===== config.mk =====
export PLATFORM = sky130hd
export DESIGN_NAME = adc_conv_sequencer
export DESIGN_NICKNAME = d
export VERILOG_FILES = /design/src/rtl/adc_conv_sequencer.sv
export SDC_FILE = /design/constraint.sdc
export NUM_CORES = 1
export LEC_CHECK = 0
export BUFFER_PORTS_ARGS = -buffer_cell sky130_fd_sc_hd__buf_2
export CAP_MARGIN = 0
export CELL_PAD_IN_SITES_DETAIL_PLACEMENT = 0
export CELL_PAD_IN_SITES_GLOBAL_PLACEMENT = 1
export CORE_MARGIN = 10
export CORE_UTILIZATION = 45
export DETAILED_ROUTE_END_ITERATION = 16
export PLACE_DENSITY = 0.86
export SYNTH_ARGS = -nofsm -noshare
export SYNTH_HDL_FRONTEND = slang
export SYNTH_SLANG_ARGS = --single-unit
export TNS_END_PERCENT = 50

===== constraint.sdc =====
create_clock -name clk -period 3.25 [get_ports clk]
set_input_delay 0.65 -clock clk [delete_from_list [all_inputs] [get_ports clk]]
set_output_delay 0.65 -clock clk [all_outputs]
set_load 0.1 [all_outputs]

===== src/rtl/adc_conv_sequencer.sv =====
// Conversion sequencer for the SAR ADC control core: gates the ADC reset, spaces
// conversions, and buffers results in a FIFO. Define ADC_SEQ_WATCHDOG_EN for the stall watchdog.
module adc_conv_sequencer #(
    parameter int RESULT_BITS = 16,
    parameter int FIFO_DEPTH  = 4,
    parameter int BURST_BITS  = 8,
    parameter int GAP_BITS    = 16,
    parameter int TIMEOUT     = 4096
) (
    input  logic                   clk,
    input  logic                   rst,
    input  logic                   cfg_start,
    input  logic                   cfg_stop,
    input  logic                   cfg_continuous,
    input  logic [BURST_BITS-1:0]  cfg_burst_len,
    input  logic [GAP_BITS-1:0]    cfg_gap,
    output logic                   adc_rst_n,
    input  logic                   adc_conv_done,
    input  logic [RESULT_BITS-1:0] adc_result,
    output logic [RESULT_BITS-1:0] res_data,
    output logic                   res_last,
    output logic                   res_valid,
    input  logic                   res_ready,
    output logic                   busy,
    output logic                   overflow,
    output logic                   timeout_err,
    input  logic                   clear_err
);
    localparam int AW = $clog2(FIFO_DEPTH);

    if (FIFO_DEPTH < 2 || (FIFO_DEPTH & (FIFO_DEPTH - 1)) != 0 || TIMEOUT < 2) begin : g_param_check
        $error("adc_conv_sequencer: bad FIFO_DEPTH or TIMEOUT");
    end

    typedef enum logic [1:0] {IDLE, RUN, GAP} state_t;

    state_t                state;
    logic [BURST_BITS-1:0] len_q;
    logic [BURST_BITS-1:0] remaining;
    logic [GAP_BITS-1:0]   gap_q;
    logic [GAP_BITS-1:0]   gap_cnt;
    logic                  cont_q;

    logic [RESULT_BITS:0]  mem [FIFO_DEPTH];
    logic [AW:0]           wr_ptr;
    logic [AW:0]           rd_ptr;
    logic                  full;
    logic                  push;
    logic                  pop;
    logic                  last;
    logic                  wd_fire;

    assign last      = (remaining == BURST_BITS'(1));
    assign push      = (state == RUN) && adc_conv_done && !cfg_stop;
    assign res_valid = (wr_ptr != rd_ptr);
    assign full      = (wr_ptr[AW] != rd_ptr[AW]) && (wr_ptr[AW-1:0] == rd_ptr[AW-1:0]);
    assign pop       = res_valid && res_ready;
    assign res_data  = res_valid ? mem[rd_ptr[AW-1:0]][RESULT_BITS-1:0] : '0;
    assign res_last  = res_valid ? mem[rd_ptr[AW-1:0]][RESULT_BITS] : 1'b0;

`ifdef ADC_SEQ_WATCHDOG_EN
    localparam int WDW = $clog2(TIMEOUT) + 1;
    logic [WDW-1:0] wd_cnt;

    // A done in the same cycle counts as progress, so it suppresses the fire.
    assign wd_fire = (state == RUN) && !cfg_stop && !adc_conv_done
                     && (wd_cnt == WDW'(TIMEOUT - 1));

    always_ff @(posedge clk) begin
        if (!rst)
            wd_cnt <= '0;
        else if (state == RUN && !adc_conv_done)
            wd_cnt <= wd_cnt + 1'b1;
        else
            wd_cnt <= '0;
    end

    always_ff @(posedge clk) begin
        if (!rst)
            timeout_err <= 1'b0;
        else if (wd_fire)
            timeout_err <= 1'b1;
        else if (clear_err)
            timeout_err <= 1'b0;
    end
`else
    assign wd_fire     = 1'b0;
    assign timeout_err = 1'b0;
`endif

    always_ff @(posedge clk) begin
        if (!rst) begin
            state     <= IDLE;
            adc_rst_n <= 1'b0;
            busy      <= 1'b0;
            len_q     <= '0;
            remaining <= '0;
            gap_q     <= '0;
            gap_cnt   <= '0;
            cont_q    <= 1'b0;
        end else if (cfg_stop || wd_fire) begin
            state     <= IDLE;
            adc_rst_n <= 1'b0;
            busy      <= 1'b0;
        end else begin
            case (state)
                IDLE: begin
                    if (cfg_start) begin
                        len_q     <= (cfg_burst_len == '0) ? BURST_BITS'(1) : cfg_burst_len;
                        remaining <= (cfg_burst_len == '0) ? BURST_BITS'(1) : cfg_burst_len;
                        gap_q     <= cfg_gap;
                        cont_q    <= cfg_continuous;
                        state     <= RUN;
                        adc_rst_n <= 1'b1;
                        busy      <= 1'b1;
                    end
                end
                RUN: begin
                    if (adc_conv_done) begin
                        remaining <= (last && cont_q) ? len_q : remaining - 1'b1;
                        if (last && !cont_q) begin
                            state     <= IDLE;
                            adc_rst_n <= 1'b0;
                            busy      <= 1'b0;
                        end else if (gap_q != '0) begin
                            state     <= GAP;
                            adc_rst_n <= 1'b0;
                            gap_cnt   <= gap_q;
                        end
                    end
                end
                GAP: begin
                    if (gap_cnt == GAP_BITS'(1)) begin
                        state     <= RUN;
                        adc_rst_n <= 1'b1;
                    end else begin
                        gap_cnt <= gap_cnt - 1'b1;
                    end
                end
                default: begin
                    state     <= IDLE;
                    adc_rst_n <= 1'b0;
                    busy      <= 1'b0;
                end
            endcase
        end
    end

    // A push into a full FIFO still lands when the head is popped in the same cycle.
    always_ff @(posedge clk) begin
        if (!rst) begin
            wr_ptr <= '0;
            rd_ptr <= '0;
        end else begin
            if (push && (!full || pop)) begin
                mem[wr_ptr[AW-1:0]] <= {last, adc_result};
                wr_ptr              <= wr_ptr + 1'b1;
            end
            if (pop)
                rd_ptr <= rd_ptr + 1'b1;
        end
    end

    always_ff @(posedge clk) begin
        if (!rst)
            overflow <= 1'b0;
        else if (push && full && !pop)
            overflow <= 1'b1;
        else if (clear_err)
            overflow <= 1'b0;
    end

endmodule


# Word-level counts from Yosys, hierarchy flattened

Memory sizes are Yosys's and may differ from the RTL's. A register that Yosys moved wholly into a read port is not among the register bits.
Cells that the tools add are included.

Memories kept: 1
Output and inout bits: 22
Bits of input ports: 48
Bits in writable memories: 68
Logic and storage cells: 94
Register bits: 60

Equality and inequality tests: 15
Bitwise operators: 3
Mux-type cells: 34
$add $sub $neg: 4
Reduce and logical (&&, ||, !) cells: 26

Memories:

| name | depth | width | rd ports | clocked after memory_dff | write ports | line | source |
|---|---|---|---|---|---|---|---|
| mem  | 4     | 17    | 1        | 1                        | 1           | 44   | `logic [RESULT_BITS:0] mem [FIFO_DEPTH];` |

Operators with widths:

| operator              | count |
|---|---|
| $mux 16               | 5 |
| $mux 8                | 4 |
| $pmux 16 s2           | 1 |
| $eq 16x1->1 const B   | 1 |
| $pmux 8 s2            | 1 |
| $reduce_bool 16->1    | 1 |
| $sub 16x1->16 const B | 1 |
| $mux 2                | 7 |
| $mux 1                | 13 |
| $reduce_and 4->1      | 3 |
| $ne 2x2->1 const B    | 5 |
| $logic_and 1x1->1     | 9 |
| $eq 8x1->1 const B    | 1 |
| $logic_not 8->1       | 1 |
| $sub 8x1->8 const B   | 1 |
| $add 3x1->3 const B   | 2 |
| $pmux 1 s3            | 2 |
| $pmux 2 s3            | 1 |
| $reduce_and 6->1      | 1 |
| $reduce_bool 2->1     | 3 |
| $logic_not 1->1       | 4 |
| $ne 2x1->1 const B    | 2 |
| $ne 3x1->1 const B    | 1 |
| $ne 3x3->1            | 1 |
| 9 further kinds       | 11 |

# Logic depth before layout (Yosys ltp)

Gate-level depths: netlist of the first run.

Depth after elaboration: 8
Gate-level depth with buffers: 8
Depth with buffers taken out: 7

# Worst setup path after synthesis of the first run

No wires, ideal clock.

Path kind: register -> register
Start: register state[0]
End: memory mem[3][0] in the netlist's numbering (enable)
Setup time: 0.412 ns
Slack: -0.300 ns
Clock period less this slack: 3.550 ns
Required time: 2.838 ns
Data arrival time: 3.137 ns
Path buffers: 2
Stages on the path, launching flop included: 6
Path through: dfxtp_1 -> clkbuf_1 -> nor2b_1 -> clkbuf_1 -> nand3b_1 -> nor3_1

Longest elaborated chain between the ends: 7

Ends and longest elaborated chain:

| what                            | line | source |
|---|---|---|
| start: declaration              | 37   | `state_t state;` |
| start signal: assignment        | 93   | `state <= IDLE;` |
| start signal: assignment        | 102  | `state <= IDLE;` |
| start signal: assignment        | 113  | `state <= RUN;` |
| $eq 2x1->1                      | 54   | `assign push = (state == RUN) && adc_conv_done && !cfg_stop;` |
| $logic_and 1x1->1 (2 in series) | 54   |  |
| $logic_and 1x1->1               | 155  | `if (push && (!full \|\| pop)) begin` |
| $mux 1                          | 155  |  |
| $mux 1                          | 151  | `if (!rst) begin` |
| $mux 1 (not written as such)    | 156  | `mem[wr_ptr[AW-1:0]] <= {last, adc_result};` |
| end: declaration                | 44   |  |

Every way passes these cells.

# Final worst setup path of the first run

Start: register wr_ptr[1]
End: output res_data[1]

Longest elaborated chain between the ends: 2

Ends and longest elaborated chain:

| what                     | line | source |
|---|---|---|
| start: declaration       | 45   | `logic [AW:0] wr_ptr;` |
| start signal: assignment | 157  | `wr_ptr <= wr_ptr + 1'b1;` |
| $ne 3x3->1               | 55   | `assign res_valid = (wr_ptr != rd_ptr);` |
| $mux 16                  | 58   | `assign res_data = res_valid ? mem[rd_ptr[AW-1:0]][RESULT_BITS-1:0] : '0;` |
| end: declaration         | 20   | `output logic [RESULT_BITS-1:0] res_data,` |

Every way passes these cells.

==> results of run 1 <==
[metal layers]
metal	up-vias	wire length, µm
li1	2073	-
met1	1985	5820
met2	119	6290
met3	8	714
met4	0	85
met5	-	0
[through the flow]
stage | worst slack [ns] | utilization | cells
6_report | 0.378 | 0.547 | 778
2_1_floorplan | 0.0697 | - | 527
3_3_place_gp | 0.662 | 0.501 | 746
4_1_cts | 0.328 | 0.547 | 778
5_1_grt | 0.196 | 0.547 | 778
3_5_place_dp | 0.538 | 0.501 | 746
[final timing paths]
kind | slack (ns) | to | cells past startpoint | start
worst max-delay path | 0.38 | res_data[1] | 4 | wr_ptr[1]
worst min-delay path | 0.46 | mem[2][12] | 1 | adc_result[12]
worst max register to register | 0.81 | gap_cnt[14] | 7 | gap_cnt[1]
worst min register to register | 0.46 | len_q[1] | 2 | len_q[1]
[power groups by stage]
stage	Combinational [mW]	Clock, mW	Sequential (mW)
5_1_grt	0.428	1.97	1.78
2_1_floorplan	0.283	0	1.81
4_1_cts	0.392	1.90	1.77
3_5_place_dp	0.391	0	1.81
3_3_place_gp	0.386	0	1.81
6_report	0.390	1.86	1.77
[flip-flops by register name (all words and copies together) (netlist names), 2 cells and up, named ones only]
signal / cells
mem: 68
gap_cnt: 16
gap_q: 16
len_q: 8
remaining: 8
rd_ptr: 3
wr_ptr: 3
state: 2
[logic make-up after synthesis]
kind of cell,after synthesis,synth area share
AOI/OAI and AO/OA,116,0.130
xor gates and xnor gates,12,0.0181
adders and majority gates,9,0.0194
buffers and inverters,44,0.0315
DFF,129,0.563
muxes,21,0.0732
other,1,0.000647
and+or+nand+nor,195,0.165
[cell type report]
type                            instances  area (µm²)  share of cell area
Timing Repair Buffer                   81         438              0.0635
Clock buffer                           18         429              0.0622
Inverter                               10        37.5             0.00544
Sequential cell                       129        3260               0.473
Tap cell                              172         215              0.0312
Multi-Input combinational cell        354        2360               0.342
Clock inverter                         14         155              0.0225
[placed cells by master (no fill, tap or decap), drive strengths merged, types with 8 or more instances in the layout]
cell    netlist  routed
buf           8      81
nand2        79      79
edfxtp       68      68
dfxtp        61      61
a21oi        50      50
nor2         34      34
and2         20      20
clkbuf       26      18
mux4         17      17
o31ai        16      16
o21ai        16      16
inv          10      15
nand3        10      10
nand2b        9       9
ha            9       9
nor3          8       8
nor4          8       8
==> metrics.md, run 1 <==
| Metric | Value |
|---|---|
| Status | finished clean |
| Sequential fraction of the synthesis area | 0.563 |
| Mapped Nets | 584 |
| Post-route clock skew | 0.00875 ns |
| Initial Util | 0.459 |
| Max incr delay on CP | 0.53 ns |
| Buf+Inv Stages, Crit Path | 1 |
| Hold-fix buffers, CTS | 0 |
| P_sw | 1.02 mW |
| Crit-path cells | xor2_1 > or3_1 > and2_1 > buf_2 |
| Main synth FF type | edfxtp_1 |
| Flop pwr share | 0.441 |
| Top Usage Layer GRT | met2 |
| Fin crit share | 0.884 |
| Core area | 0.0126 mm² |
| Measured slew at the worst slew-check pin | 0.886 ns |
| Max-slew violations | 0 |
| Crit path DAT | 2.22 ns |
| Slew HR | 0.409 |
| Avg Vias per Cell | 5.38 |
| Worst endpoint required time | 2.60 ns |
| CTS resizes | 0 |
| Pwr/cell area | 583 mW/mm² |
| Cells after synthesis | 527 |
| Worst Path Max Fanout | 20 |
| Die X-Extent | 134 µm |
| Most numerous cell in the Yosys netlist | nand2_1 |
| Global-route track usage on met1 | 0.192 |
| Clock transition at path regs | 0.06 ns |
| First-pass DRT Iterations | 4 |
| Design area | 0.00690 mm² |
| Skew-Pair Late Insertion Delay | 0.41 ns |
| Initial antenna violation count | 0 |
| Detailed Route Iter0 Violations | 346 |
| Clock power frac | 0.463 |
| Cts bufs inserted | 17 |
| Top post-synthesis cells by area | edfxtp_1 35%, dfxtp_1 21%, mux4_2 6.6%, nand2_1 5.1%, a21oi_1 4.3% |
| DRC Markers | 0 |
| Post-CTS Setup Bufs | 0 |
| Area of the die | 0.0178 mm² |
| Layout cells sized above 1 | 0.238 |
| Synth top area share | 0.352 |
| Rows | 41 |
| # setup viols final | 0 |
| Final Wtd Congestion | 0.813 |
| Crit path max-delay family | simple AND/OR/NAND/NOR gates |
| Sw Share | 0.252 |
| Startpoint class of the critical path | register |
| Largest net degree at the start of global routing | 49 |
| Crit path kind | register to output port |
| Critical path's slowest cell | or3_1 |
| Yosys top cell by area | edfxtp_1 |
| H-Tree Depth | 4 |
| Layout Area Growth over Synthesis | 19.0% |
| Setup_tns | 0 ns |
| Placement-stage cell area | 0.00632 mm² |
| Tot GR Track Use | 0.151 |
| CP endpoint kind | output port |
| Cell Area, Synth | 0.00580 mm² |
| WL/cell | 16.6 µm |
| Number of global-route vias before repair | 4301 |
| Fin crit period | 2.87 ns |
| Post-synth top cells | 79 x nand2_1, 68 x edfxtp_1, 61 x dfxtp_1 |
| Min-Delay Path Class | primary input to register |
| Number of flops mapped to enable cells by yosys | 68 |
| Height of the chip | 134 µm |
| RSZ-0062 raised after global routing | no |
| Pleak | 2.56 nW |
| Final Total Pwr | 4.03 mW |
| N_diodes | 0 |
| Ys async rst share | 0 |
| Max-Cap Viols | 0 |
| Int Power | 3.01 mW |
| Port-buffer cells | 68 |
| HPWL Detailed | 8810 µm |
| Final-report hold violation count | 0 |
| Boundary pin count | 70 |
| Fmax | 348 MHz |
| GR met3 Demand/Resource | 0.0474 |
| Flops & latches, synth | 129 |
| Met2 usage | 0.237 |
| Synthesized area per cell | 11.0 µm² |
| Fill count | 1106 |
| CTS tree | done |
| Vias | 4185 |
| Comb power frac | 0.097 |
| Final Hold Slack | 0.456 ns |
| Clk sink count | 129 |
| Clock Tree Root | clkbuf_16 |
| Global-route wire length before repair | 21700 µm |
| Clk buf depth | 2 |
| Grt ovf | 0 |
| Syn. warnings | 0 |
| Peak supply drop | 0.393 mV |
| Netlist cell types | 57 |
| Nets@finish | 650 |
| Final ANT Viol Nets | 0 |
| WL final | 12900 µm |
(Power assumes the default switching activity.)
==> run 2, diff against run 1 <==
==> constraint.sdc (replaced) <==
create_clock -name clk -period 3.25 [get_ports clk]
set_input_delay 0.65 -clock clk [delete_from_list [all_inputs] [get_ports clk]]
set_output_delay 0.65 -clock clk [all_outputs]
set_load 0.05 [all_outputs]
==> run 2 against run 1 <==
- combinational power is 11% lower
- clock skew is 0.0026 ns higher
- largest power group is now sequential cells
- sequential share of layout area is 0.14 points higher
- wire length is 3.3% higher
- global-route usage is 0.12 points higher
==> metrics.md, run 2 (synthesis gave the netlist of run 1 again) <==
| Metric | Value |
|---|---|
| Vias | 4269 (was 4185) |
| Final Wtd Congestion | 0.824 (was 0.813) |
| Sw Share | 0.247 (was 0.252) |
| Measured slew at the worst slew-check pin | 0.634 ns (was 0.886 ns) |
| Final Total Pwr | 3.87 mW (was 4.03 mW) |
| Fill count | 1114 (was 1106) |
| Port-buffer cells | 68 (unchanged) |
| Setup_tns | 0 ns (unchanged) |
| Rows | 41 (unchanged) |
| Crit path kind | register to output port (unchanged) |
| Most common cell after layout, fill and taps aside | nand2_1 (unchanged) |
| Clk sink count | 129 (unchanged) |
| Core area | 0.0126 mm² (unchanged) |
| Crit path from | wr_ptr[1] (unchanged) |
| Area of the die | 0.0178 mm² (unchanged) |
| Flop pwr share | 0.458 (was 0.441) |
| Final-report hold violation count | 0 (unchanged) |
| Peak supply drop | 0.299 mV (was 0.393 mV) |
| Critical path's slowest cell | or3_1 (unchanged) |
| Die X-Extent | 134 µm (unchanged) |
| Hold-fix buffers, CTS | 0 (unchanged) |
| Int Power | 2.91 mW (was 3.01 mW) |
| Height of the chip | 134 µm (unchanged) |
| Largest net degree at the start of global routing | 49 (unchanged) |
| Final ANT Viol Nets | 0 (unchanged) |
| Avg Vias per Cell | 5.47 (was 5.38) |
| CP endpoint kind | output port (unchanged) |
| Grt ovf | 0 (unchanged) |
| Crit-path cells | xor2_1 > or3_1 > and2_1 > buf_2 (unchanged) |
| HPWL Detailed | 9070 µm (was 8810 µm) |
| Clk buf depth | 2 (unchanged) |
| Fmax | 365 MHz (was 348 MHz) |
| RSZ-0062 raised after global routing | no (unchanged) |
| Clock power frac | 0.452 (was 0.463) |
| Pleak | 2.56 nW (about the same) |
| Skew-Pair Late Insertion Delay | 0.42 ns (was 0.41 ns) |
| Crit path DAT | 2.09 ns (was 2.22 ns) |
| Max-slew violations | 0 (unchanged) |
| Max FFs per register | 68 (unchanged) |
| Hold Crit Start | adc_result[13] (was adc_result[12]) |
| P_sw | 0.957 mW (was 1.02 mW) |
| Fin crit share | 0.843 (was 0.884) |
| Tot GR Track Use | 0.152 (was 0.151) |
| Fin crit period | 2.74 ns (was 2.87 ns) |
| Pwr/cell area | 562 mW/mm² (was 583 mW/mm²) |
| Max-Cap Viols | 0 (unchanged) |
| R2R Path Start | gap_cnt[1] (unchanged) |
| Comb power frac | 0.090 (was 0.097) |
| Register Area | 0.00326 mm² (unchanged) |
| Initial Util | 0.459 (unchanged) |
| Number of global-route vias before repair | 4228 (was 4301) |
| Worst Path Max Fanout | 20 (unchanged) |
| WL final | 13300 µm (was 12900 µm) |
| WL/cell | 17.1 µm (was 16.6 µm) |
| Post-CTS Setup Bufs | 0 (unchanged) |
| DRC Markers | 0 (unchanged) |
| Nets@finish | 653 (was 650) |
| Min-Delay Path Class | primary input to register (unchanged) |
| Worst endpoint required time | 2.60 ns (about the same) |
| CTS tree | done (unchanged) |
| Cts bufs inserted | 17 (unchanged) |
| Post-route clock skew | 0.0114 ns (was 0.00875 ns) |
| Crit path max-delay family | simple AND/OR/NAND/NOR gates (unchanged) |
| Most frequent cells in the layout | 79 x nand2_1, 68 x buf_2, 68 x edfxtp_1, 61 x dfxtp_1, 50 x a21oi_1 (unchanged) |
| Multi-input gate area | 0.00236 mm² (unchanged) |
| Startpoint class of the critical path | register (unchanged) |
| Detailed Route Iter0 Violations | 380 (was 346) |
| Boundary pin count | 70 (unchanged) |
| Layout cells sized above 1 | 0.237 (was 0.238) |
| H-Tree Depth | 4 (unchanged) |
| Clock Tree Root | clkbuf_16 (unchanged) |
| # setup viols final | 0 (unchanged) |
| Layout Area Growth over Synthesis | 18.7% (was 19.0%) |
| Global-route wire length before repair | 21900 µm (was 21700 µm) |
| Max incr delay on CP | 0.67 ns (was 0.53 ns) |
| Initial antenna violation count | 0 (unchanged) |
| First-pass DRT Iterations | 6 (was 4) |
| Clock transition at path regs | 0.06 ns (about the same) |
| Status | finished clean (unchanged) |
| N_diodes | 0 (unchanged) |
| Buf+Inv Stages, Crit Path | 1 (unchanged) |
| Final Hold Slack | 0.445 ns (was 0.456 ns) |
| Slew HR | 0.574 (was 0.409) |
| CTS resizes | 0 (unchanged) |
run 2: cell count changes in the layout (fill, tap and decap cells not counted), sizes merged:
cell and change:
clkinv +2, bufinv -1, buf +3, inv -2
run 2: per-layer routing:
metal	vias to the layer above	routed length, µm	GRT usage
met5	-	0	0
met4	0	241	0.0611
met3	21	947	0.0523
met2	164	6130	0.230
met1	2017	6010	0.196
li1	2067	-	-
run 2: worst reg2reg max path: cells and delay by family, from the launching register on:
kind	cells	cell delay, ns
adders and majority gates	1	0.13
and+or+nand+nor	3	1.13
AOI/OAI and AO/OA	2	0.71
DFF	1	0.32
buffers and inverters	1	0.07
run 2: power groups by stage:
| stage | registers, mW | clock network, mW | logic [mW] |
|---|---|---|---|
| after detailed placement | 1.81 | 0 | 0.345 |
| after CTS | 1.77 | 1.78 | 0.348 |
| after global placement | 1.81 | 0 | 0.340 |
| final | 1.77 | 1.75 | 0.347 |
| after floorplan | 1.80 | 0 | 0.241 |
| after global routing | 1.78 | 1.87 | 0.384 |
run 2: path summary, 6_finish.rpt:
check / end / slack (ns) / cells past startpoint
min reg2reg: len_q[1] / 0.46 / 2
max: res_data[13] / 0.51 / 4
max reg2reg: gap_cnt[0] / 0.80 / 7
min: mem[0][13] / 0.45 / 1
run 2: cell type report:
cell class,instances,area share
sequential,129,0.474
multi-input combinational,354,0.343
timing repair buffer,84,0.0669
clock buffer,18,0.0624
tap,172,0.0313
clock inverter,13,0.0164
inverter,10,0.00545
run 2: per-stage QoR:
stage / cells / worst slack [ns] / cell area (µm²) / utilization
5_1_grt: 780 / 0.350 / 6880 / 0.545
2_1_floorplan: 527 / 0.0377 / 5800 / -
3_5_place_dp: 749 / 0.768 / 6340 / 0.502
6_report: 780 / 0.509 / 6880 / 0.545
4_1_cts: 780 / 0.490 / 6880 / 0.545
3_3_place_gp: 749 / 0.831 / 6340 / 0.502
==> run 3, diff against run 2 <==
- clock period: 3.25 -> 2.7 ns (I/O delays scaled with it)
==> run 3 against run 2 <==
- clock skew fell by 0.0059 ns
- worst hold slack got worse by 0.099 ns
- flip-flop and latch count unchanged
- worst setup slack got worse by 0.36 ns
- final area increased by 1.3%
- sequential share of layout area decreased by 0.59 points
- global-route usage fell by 0.17 points
- power up 27%
- first-iteration DRC count fell by 4.5%
==> metrics.md, run 3 (synthesis gave the netlist of run 1 again) <==
| Metric | Value |
|---|---|
| Avg Vias per Cell | 5.42 (was 5.47) |
| Vias | 4240 (was 4269) |
| Startpoint class of the critical path | register (unchanged) |
| RSZ-0062 raised after global routing | no (unchanged) |
| # setup viols final | 0 (unchanged) |
| WL final | 12900 µm (was 13300 µm) |
| Critical path's slowest cell | mux4_2 (was or3_1) |
| Global-route wire length before repair | 21500 µm (was 21900 µm) |
| Largest net degree at the start of global routing | 46 (was 49) |
| Fmax | 392 MHz |
| Hold Crit Start | adc_result[9] (was adc_result[13]) |
| Cts bufs inserted | 17 (unchanged) |
| R2R cell count | 7 (unchanged) |
| HPWL Detailed | 8990 µm (was 9070 µm) |
| CP endpoint kind | output port (unchanged) |
| Port-buffer cells | 68 (unchanged) |
| Clock Tree Root | clkbuf_16 (unchanged) |
| CTS tree | done (unchanged) |
| Final Hold Slack | 0.347 ns (was 0.445 ns) |
| Fin crit period | 2.55 ns |
| Final-report hold violation count | 0 (unchanged) |
| Tot GR Track Use | 0.151 (was 0.152) |
| Number of global-route vias before repair | 4208 (was 4228) |
| Multi-input gate area | 0.00237 mm² (was 0.00236 mm²) |
| Max incr delay on CP | 0.58 ns (was 0.67 ns) |
| Setup_tns | 0 ns (unchanged) |
| Skew-Pair Late Insertion Delay | 0.41 ns (was 0.42 ns) |
| Placed Cells incl. Taps | 750 (was 749) |
| Crit path DAT | 2.01 ns (was 2.09 ns) |
| First-pass DRT Iterations | 5 (was 6) |
| Final Total Pwr | 4.91 mW (was 3.87 mW) |
| Clock transition at path regs | 0.05 ns (was 0.06 ns) |
| Reg2reg setup slack | 0.27 ns (was 0.80 ns) |
| R2R Path Start | gap_cnt[1] (unchanged) |
| Initial Util | 0.459 (unchanged) |
| Nets@finish | 654 (was 653) |
| Clk buf depth | 2 (unchanged) |
| Post-route clock skew | 0.00548 ns (was 0.0114 ns) |
| Layout cells sized above 1 | 0.241 (was 0.237) |
| Max-Cap Viols | 0 (unchanged) |
| Max-slew violations | 0 (unchanged) |
| Initial antenna violation count | 0 (unchanged) |
| Pwr/cell area | 705 mW/mm² (was 562 mW/mm²) |
| Crit-path cells | buf_4 > mux4_2 > and2_1 > buf_2 (was xor2_1 > or3_1 > and2_1 > buf_2) |
| Fill count | 1100 (was 1114) |
| Layout Area Growth over Synthesis | 20.2% (was 18.7%) |
| Grt ovf | 0 (unchanged) |
| Boundary pin count | 70 (unchanged) |
| Max FFs per register | 68 (unchanged) |
| R2r endpoint | gap_cnt[12] (was gap_cnt[0]) |
| Fin crit share | 0.944 |
| Crit path kind | register to output port (unchanged) |
| Rows | 41 (unchanged) |
| Min-Delay Path Class | primary input to register (unchanged) |
| Worst Path Max Fanout | 17 (was 20) |
| Area of the die | 0.0178 mm² (unchanged) |
| Die X-Extent | 134 µm (unchanged) |
| Peak supply drop | 0.438 mV (was 0.299 mV) |
| Final ANT Viol Nets | 0 (unchanged) |
| Most frequent cells in the layout | 79 x nand2_1, 68 x buf_2, 68 x edfxtp_1, 61 x dfxtp_1, 50 x a21oi_1 (unchanged) |
| Detailed Route Iter0 Violations | 363 (was 380) |
| Non-Filler Instances | 782 (was 780) |
| Final Wtd Congestion | 0.820 (was 0.824) |
| Pleak | 2.59 nW (was 2.56 nW) |
| Status | finished clean (unchanged) |
| Worst endpoint required time | 2.16 ns (was 2.60 ns) |
| H-Tree Depth | 4 (unchanged) |
| Worst Setup EP | res_last (was res_data[13]) |
| Height of the chip | 134 µm (unchanged) |
| WL/cell | 16.5 µm (was 17.1 µm) |
| Core area | 0.0126 mm² (unchanged) |
| Register Area | 0.00326 mm² (unchanged) |
| Clk sink count | 129 (unchanged) |
| DRC Markers | 0 (unchanged) |
| N_diodes | 0 (unchanged) |
| Most common cell after layout, fill and taps aside | nand2_1 (unchanged) |
| Slew HR | 0.593 (was 0.574) |
| Measured slew at the worst slew-check pin | 0.609 ns (was 0.634 ns) |
run 3: area by class of cell:
class | instances | area share
clock inverters | 14 | 0.0268
multi-input cells | 354 | 0.340
flip-flops and latches | 129 | 0.468
inverters | 10 | 0.00539
repair buffers | 85 | 0.0672
well taps | 172 | 0.0309
clock buffers | 18 | 0.0616
run 3: repair_timing:
action,CTS,global route
gates resized for setup,0,1
buffers inserted,0,0
hold buffers,0,0
endpoints found under the setup margin,0,17
run 3: worst max-delay path: cells and delay by family (launching register included):
family	cells	cell delay, ns
multiplexers	1	0.58
buffers and inverters	2	0.53
flip-flops	1	0.30
AND/OR/NAND/NOR	1	0.18
run 3: power by group:
part           switching (mW)  internal, mW
logic                   0.266         0.154
clock network           0.818          1.54
registers              0.0354          2.10
total                    1.12          3.79
run 3: layer usage:
layer,vias up,track usage,wire length [µm]
met5,-,0,0
li1,2075,-,-
met3,7,0.0571,848
met4,0,0.0459,121
met1,1999,0.192,5950
met2,159,0.233,5990
run 3: per-stage QoR:
stage	area (µm²)	setup slack, ns	util
6_report	6970	0.151	0.552
5_1_grt	6970	0.0450	0.552
4_1_cts	6960	0.0505	0.552
3_5_place_dp	6350	0.293	0.503
3_3_place_gp	6350	0.341	0.503
2_1_floorplan	5800	0.000453	-
run 3: how the worst min path moves through the flow:
stage / endpoint / slack (ns) / cells after the start
2_1_floorplan: len_q[7] / 0.43 / 2
3_3_place_gp: len_q[7] / 0.44 / 2
3_5_place_dp: len_q[7] / 0.45 / 2
4_1_cts: mem[2][14] / 0.33 / 1
5_1_grt: mem[1][12] / 0.32 / 1
6_report: mem[3][9] / 0.35 / 1
